### src/rtl/register_file_pkg.sv
// Shared types and limits for the multi-port register file.
package register_file_pkg;

    localparam int unsigned MAX_READ_PORTS = 4;

    typedef enum logic [0:0] {
        RF_IDLE,
        RF_CLEAR
    } rf_state_e;

endpackage

### src/rtl/register_file_mp_reg.sv
// Single storage entry: loadable register with asynchronous active-high reset.
module register_file_mp_reg #(
    parameter int unsigned WIDTH = 32
) (
    input  logic             clk,
    input  logic             rst,
    input  logic             en,
    input  logic [WIDTH-1:0] d,
    output logic [WIDTH-1:0] q
);

    always_ff @(posedge clk or posedge rst) begin
        if (rst) begin
            q <= '0;
        end else if (en) begin
            q <= d;
        end
    end

endmodule

### src/rtl/register_file_mp.sv
// Multi-port register file: one write port, NUM_READ registered read ports, write-first bypass
// and a sequenced bulk clear. Define REGISTER_FILE_MP_ZERO_REG_EN to hardwire entry 0 to zero.
module register_file_mp
    import register_file_pkg::*;
#(
    parameter int unsigned DEPTH      = 32,
    parameter int unsigned WIDTH      = 32,
    parameter int unsigned NUM_READ   = 2,
    localparam int unsigned ADDR_WIDTH = (DEPTH > 1) ? $clog2(DEPTH) : 1
) (
    input  logic                           clk,
    input  logic                           rst,
    input  logic                           enable,
    input  logic                           write_en,
    input  logic [ADDR_WIDTH-1:0]          write_addr,
    input  logic [WIDTH-1:0]               write_data,
    input  logic [NUM_READ*ADDR_WIDTH-1:0] read_addr,
    output logic [NUM_READ*WIDTH-1:0]      read_data,
    input  logic                           clear_req,
    output logic                           busy
);

    if (NUM_READ < 1 || NUM_READ > MAX_READ_PORTS) begin : g_bad_ports
        $error("register_file_mp: NUM_READ out of range");
    end

    rf_state_e             state_q, state_d;
    logic [ADDR_WIDTH-1:0] idx_q, idx_d;

    logic [WIDTH-1:0]          entry_q [DEPTH];
    logic [WIDTH-1:0]          entry_d;
    logic [DEPTH-1:0]          wr_sel;
    logic                      idle_wr;
    logic                      clr_step;
    logic                      wr_valid;
    logic [ADDR_WIDTH-1:0]     rd_addr [NUM_READ];
    logic [NUM_READ*WIDTH-1:0] rdata_d, rdata_q;

    assign idle_wr  = (state_q == RF_IDLE) && enable && write_en;
    assign clr_step = (state_q == RF_CLEAR) && enable;
    assign entry_d  = (state_q == RF_CLEAR) ? '0 : write_data;
    // Any decoded entry means the write address is in range (and not the hardwired zero entry).
    assign wr_valid = |wr_sel;

    for (genvar i = 0; i < DEPTH; i++) begin : g_entry
`ifdef REGISTER_FILE_MP_ZERO_REG_EN
        if (i == 0) begin : g_zero
            assign wr_sel[i]  = 1'b0;
            assign entry_q[i] = '0;
        end else begin : g_store
`else
        begin : g_store
`endif
            logic entry_en;
            assign wr_sel[i] = (write_addr == ADDR_WIDTH'(i));
            assign entry_en  = (idle_wr && wr_sel[i]) || (clr_step && idx_q == ADDR_WIDTH'(i));

            register_file_mp_reg #(
                .WIDTH(WIDTH)
            ) u_reg (
                .clk(clk),
                .rst(rst),
                .en (entry_en),
                .d  (entry_d),
                .q  (entry_q[i])
            );
        end
    end

    for (genvar k = 0; k < NUM_READ; k++) begin : g_rd_addr
        assign rd_addr[k] = read_addr[k*ADDR_WIDTH +: ADDR_WIDTH];
    end

    // Out-of-range read addresses match no entry and fall through to zero.
    always_comb begin
        rdata_d = '0;
        for (int k = 0; k < NUM_READ; k++) begin
            for (int i = 0; i < DEPTH; i++) begin
                if (rd_addr[k] == ADDR_WIDTH'(i)) begin
                    rdata_d[k*WIDTH +: WIDTH] = entry_q[i];
                end
            end
            if (idle_wr && wr_valid && write_addr == rd_addr[k]) begin
                rdata_d[k*WIDTH +: WIDTH] = write_data;
            end
        end
    end

    always_comb begin
        state_d = state_q;
        idx_d   = idx_q;
        unique case (state_q)
            RF_IDLE: begin
                if (enable && clear_req) begin
                    state_d = RF_CLEAR;
                    idx_d   = '0;
                end
            end
            RF_CLEAR: begin
                if (enable) begin
                    if (idx_q == ADDR_WIDTH'(DEPTH - 1)) begin
                        state_d = RF_IDLE;
                        idx_d   = '0;
                    end else begin
                        idx_d = idx_q + ADDR_WIDTH'(1);
                    end
                end
            end
            default: begin
                state_d = RF_IDLE;
                idx_d   = '0;
            end
        endcase
    end

    always_ff @(posedge clk or posedge rst) begin
        if (rst) begin
            state_q <= RF_IDLE;
            idx_q   <= '0;
            rdata_q <= '0;
        end else begin
            state_q <= state_d;
            idx_q   <= idx_d;
            if (enable) begin
                rdata_q <= rdata_d;
            end
        end
    end

    assign read_data = rdata_q;
    assign busy      = (state_q == RF_CLEAR);

endmodule
### config.mk
export PLATFORM = sky130hd
export DESIGN_NAME = register_file_mp
export DESIGN_NICKNAME = d
export VERILOG_FILES = /design/src/rtl/register_file_pkg.sv /design/src/rtl/register_file_mp_reg.sv /design/src/rtl/register_file_mp.sv
export SDC_FILE = /design/constraint.sdc
export NUM_CORES = 2
export LEC_CHECK = 0
export ABC_AREA = 1
export CORE_ASPECT_RATIO = 1.5
export CORE_UTILIZATION = 55
export CTS_BUF_LIST = sky130_fd_sc_hd__clkbuf_4
export DETAILED_ROUTE_END_ITERATION = 6
export DONT_BUFFER_PORTS = 1
export PLACE_DENSITY = 0.7
export SYNTH_ARGS = -nofsm -noshare
export SYNTH_HDL_FRONTEND = slang
export SYNTH_HIERARCHICAL = 1
export SYNTH_SLANG_ARGS = --single-unit
### constraint.sdc
create_clock -name clk -period 5.75 [get_ports clk]
set_clock_uncertainty 0.2 [all_clocks]
set_input_delay 1.15 -clock clk [delete_from_list [all_inputs] [get_ports clk]]
set_output_delay 1.15 -clock clk [all_outputs]
set_load 0.05 [all_outputs]
==> metrics.md <==
| Metric | Value |
|---|---|
| Max Slew Vio Count | 0 |
| Crit-path cells | inv_1, nor2_1, nand2_2, nor2_4, buf_4, nand2_1, nand2_1, nand4_1, nor2_1, nand4_1, nor2_1, nand3_1, nor2_1, nand3_1, nand2_1, nand4_1, nor2_1, nand4_1, nor2_1, nand4_1, nand2_1, nand2_1 |
| Static leakage | between 30 and 40 nW |
| Routed Antenna Nets | 0 |
| Die W | 277 um |
| CTS root buf | clkbuf_4 |
| Ratio of cells with drive above 1 in the final layout | 0.138 |
| Number of remaining DRC errors | 0 |
| Fin crit share | 0.746 |
| Arr. time, crit path | 5.32 ns |
| Slew @ Worst Pin | 1.33 ns |
| FP Rows | 150 |
| CTS tree | yes |
| Final Hold Vio Count | 0 |
| Clock sink count | 1094 |
| Tot GR Track Use | 0.485 |
| Net count, final | 9140 |
| Clk_lat worst skew | 1.38 ns |
| Post-Layout Cell Count | 10700 |
| Via density | 5.83 |
| Logic gate share of total power | 0.085 |
| Gpl congestion | ~1.1 |
| Crit path time final | around 4.3 ns |
| Post-synthesis register bit count | 1094 |
| Critical Path Sink Type | flip-flop |
| Starting Density | 0.557 |
| Net switching power | 4.84 mW |
| CP Depth | 22 |
| Die height | 414 um |
| Final instance area | ~67000 um2 |
| Initial antenna violation count | 10 |
| Vias | 62600 |
| Post-CTS Resized | 0 |
| Placed Cells | about 10000 |
| Maximum clock insertion buffer count | 4 |
| Synth unique cells | 38 |
| Max VDD drop | 180 uV |
| Cell mode on critical path | nor2_1 |
| IO Pins | 117 |
| PD cells | 248 nW/um2 |
| CP Launch Type | input port |
| TritonRoute pass-1 iters | 6 |
| 1st-iter DRT viols | 6913 |
| Reg2Reg Depth | 22 |
| Placed cell area | about 63000 um2 |
| Vias in the first global route | 60000 |
| Die Area | 115000 um2 |
| CP delay by family, top | simple AND/OR/NAND/NOR gates |
| CP Max Fanout | 26 |
| Sequential fraction of design power | 0.486 |
| Crit path required time | 6.78 ns |
| Setup Total Neg Slack | 0 ns |
| Worst path max stage delay | 0.78 ns |
| Buffers & Inverters on Critical Path | 2 |
| Critical path class | input port to flip-flop |
| Clk network pwr share | 0.429 |
| Clock-pin slew on the worst setup and hold paths | approximately 0.08 ns |
| PortBufs | 0 |
| Finish-stage setup viols | 0 |
| Area delta synth->final | 6.97% |
| Dpl hpwl | 190000 um |
| H-tree levels | 5 |
| Hold Path Stages | 4 |
| Avg Cell Area, Syn | 6.96 um2 |
| Num CTS Buffers | 301 |
| Max-slew headroom | 0.111 |
| Int Pwr | 11.7 mW |
| Slowest stage cell, crit path | nor2_4 |
| Synthesis Warnings | 6 |
| Core area | 112000 um2 |
| First-pass GRT wire length | 405000 um |
| RSZ-0062 raised after global routing | no |
| Mapped cell area | 62300 um2 |
| Max-cap violation count | 0 |
| Largest net degree at the start of global routing | 70 |
| Fin util | 0.595 |
| Post-synthesis instance total | 8949 |
| Drt wl/cell | 26.1 um |
| Run status | completed |
| Routed wire length | 280000 um |
| Worst Hold Class | input port to flip-flop |
| Syn Nets | 9007 |
| Sequential fraction of the synthesis area | 0.440 |
| GRT overflow | 0 |
| Fmax | 233 MHz |
| Sw Ratio | 0.293 |
==> area by class of cell <==
class,instances,area [um2]
clock buffer,435,3270
antenna,14,35.0
inverter,591,2460
tap,1444,1810
multi-input combinational,6798,28900
timing repair buffer,296,2390
fill,10900,45300
sequential,1094,27400
clock inverter,59,315
==> tightest hold or removal path, delay by kind of cell <==
kind / cells / cell delay [ns]
AOI/OAI and AO/OA: 1 / 0.18
buffers and inverters: 1 / 0.11
and+or+nand+nor: 2 / 0.10
==> power groups by stage <==
stage | Sequential, mW | Clock [mW] | Combinational [mW]
finish | 8.03 | 7.08 | 1.40
global route | 8.03 | 7.50 | 1.45
CTS | 8.02 | 7.12 | 1.35
detailed placement | 8.17 | 0 | 1.31
global placement | 8.17 | 0 | 1.31
floorplan | 8.11 | 0 | 0.940
==> cells in the mapped netlist (all sizes together) <==
cell / n / share of area
nand2: 5020 / 0.32
dfrtp: 1094 / 0.44
nor2: 795 / 0.049
inv: 587 / 0.039
nand4: 412 / 0.041
clkbuf: 291 / 0.033
a21oi: 223 / 0.018
nand3: 191 / 0.015
buf: 175 / 0.032
or2: 66 / 0.0066
o21ai: 32 / 0.0026
o22ai: 24 / 0.0024
nor3: 12 / 0.0011
ha: 6 / 0.0012
xnor2: 6 / 0.00084
clkinv: 4 / 0.00024
nor3b: 3 / 0.00036
xor2: 2 / 0.00028
a211oi: 1 / 0.00012
a22oi: 1 / 0.00012
and2: 1 / 0.00010
nor4: 1 / 0.00010
o211ai: 1 / 0.00012
o2bb2ai: 1 / 0.00014
==> cells in the final DEF, fill, tap and decap left out, types with 12 or more instances in the layout <==
| cell type | netlist | layout |
|---|---|---|
| buf_4 | 9 | 255 |
| diode_2 | 0 | 14 |
| nor2_4 | 4 | 36 |
| dlygate4sd3_1 | 0 | 35 |
| o21ai_0 | 32 | 21 |
| nand3_1 | 191 | 191 |
| dfrtp_1 | 1094 | 1093 |
| inv_8 | 32 | 32 |
| or2_2 | 61 | 61 |
| nand4_1 | 412 | 412 |
| a21oi_1 | 223 | 223 |
| o22ai_2 | 0 | 12 |
| clkbuf_4 | 0 | 435 |
| inv_1 | 542 | 520 |
| clkinv_2 | 0 | 13 |
| clkinv_1 | 4 | 45 |
| nand2_1 | 4689 | 4689 |
| inv_2 | 13 | 37 |
| nor2_2 | 10 | 39 |
| nand2_2 | 331 | 331 |
| nor2_1 | 781 | 720 |
==> flip-flops by register name, indices dropped and copies added (netlist names) <==
register	flops
busy	1
idx_q	5
g_entry.g_store.u_reg/q	1024
read_data	64
==> final timing paths <==
kind	slack [ns]	endpoint	startpoint
max in group asynchronous	3.43	read_data[1]$_DFFE_PP0P_	rst
min in group asynchronous	0.46	g_entry[25].g_store.u_reg/q[15]$_DFFE_PP0P_	rst
min	0.03	read_data[58]$_DFFE_PP0P_	write_data[26]
min reg2reg	0.27	g_entry[10].g_store.u_reg/q[26]$_DFFE_PP0P_	g_entry[10].g_store.u_reg/q[26]$_DFFE_PP0P_
max reg2reg	1.48	read_data[2]$_DFFE_PP0P_	g_entry[1].g_store.u_reg/q[2]$_DFFE_PP0P_
max	1.46	read_data[49]$_DFFE_PP0P_	read_addr[7]
==> per-stage QoR <==
step | power (mW) | setup slack [ns] | hold WS [ns]
after global placement | 9.47 | 0.451 | 0.253
after detailed placement | 9.48 | 0.454 | 0.258
after CTS | 16.5 | 1.64 | 0.000510
after floorplan | 9.05 | 2.33 | 0.242
after global routing | 17.0 | 1.47 | 0.0580
final | 16.5 | 1.46 | 0.0255
==> layer usage <==
layer | vias to the layer above | part of all wire | global-route usage
li1 | 27900 | - | -
met1 | 28900 | 0.32 | 0.523
met2 | 4354 | 0.45 | 0.755
met3 | 1427 | 0.11 | 0.136
met4 | 4 | 0.12 | 0.488
met5 | - | 0.000082 | 0
==> cell families (layout without fill, tap and decap cells) <==
family | count (synthesis) | count (layout) | synth area share
XOR/XNOR | 8 | 8 | 0.00113
adder cells (fa/ha/maj) | 6 | 6 | 0.00121
AO/OA/AOI/OAI | 283 | 283 | 0.0234
buffers and inverters | 1057 | 1381 | 0.105
other | 0 | 14 | 0
flip-flops | 1094 | 1094 | 0.440
AND/OR/NAND/NOR | 6501 | 6501 | 0.430
==> timing repair <==
action | CTS | global route
setup buffers | 0 | 0
hold buffers | 36 | 0
endpoints found under the hold margin | 1086 | 0
Note: power is estimated with default switching activity, not from simulation.
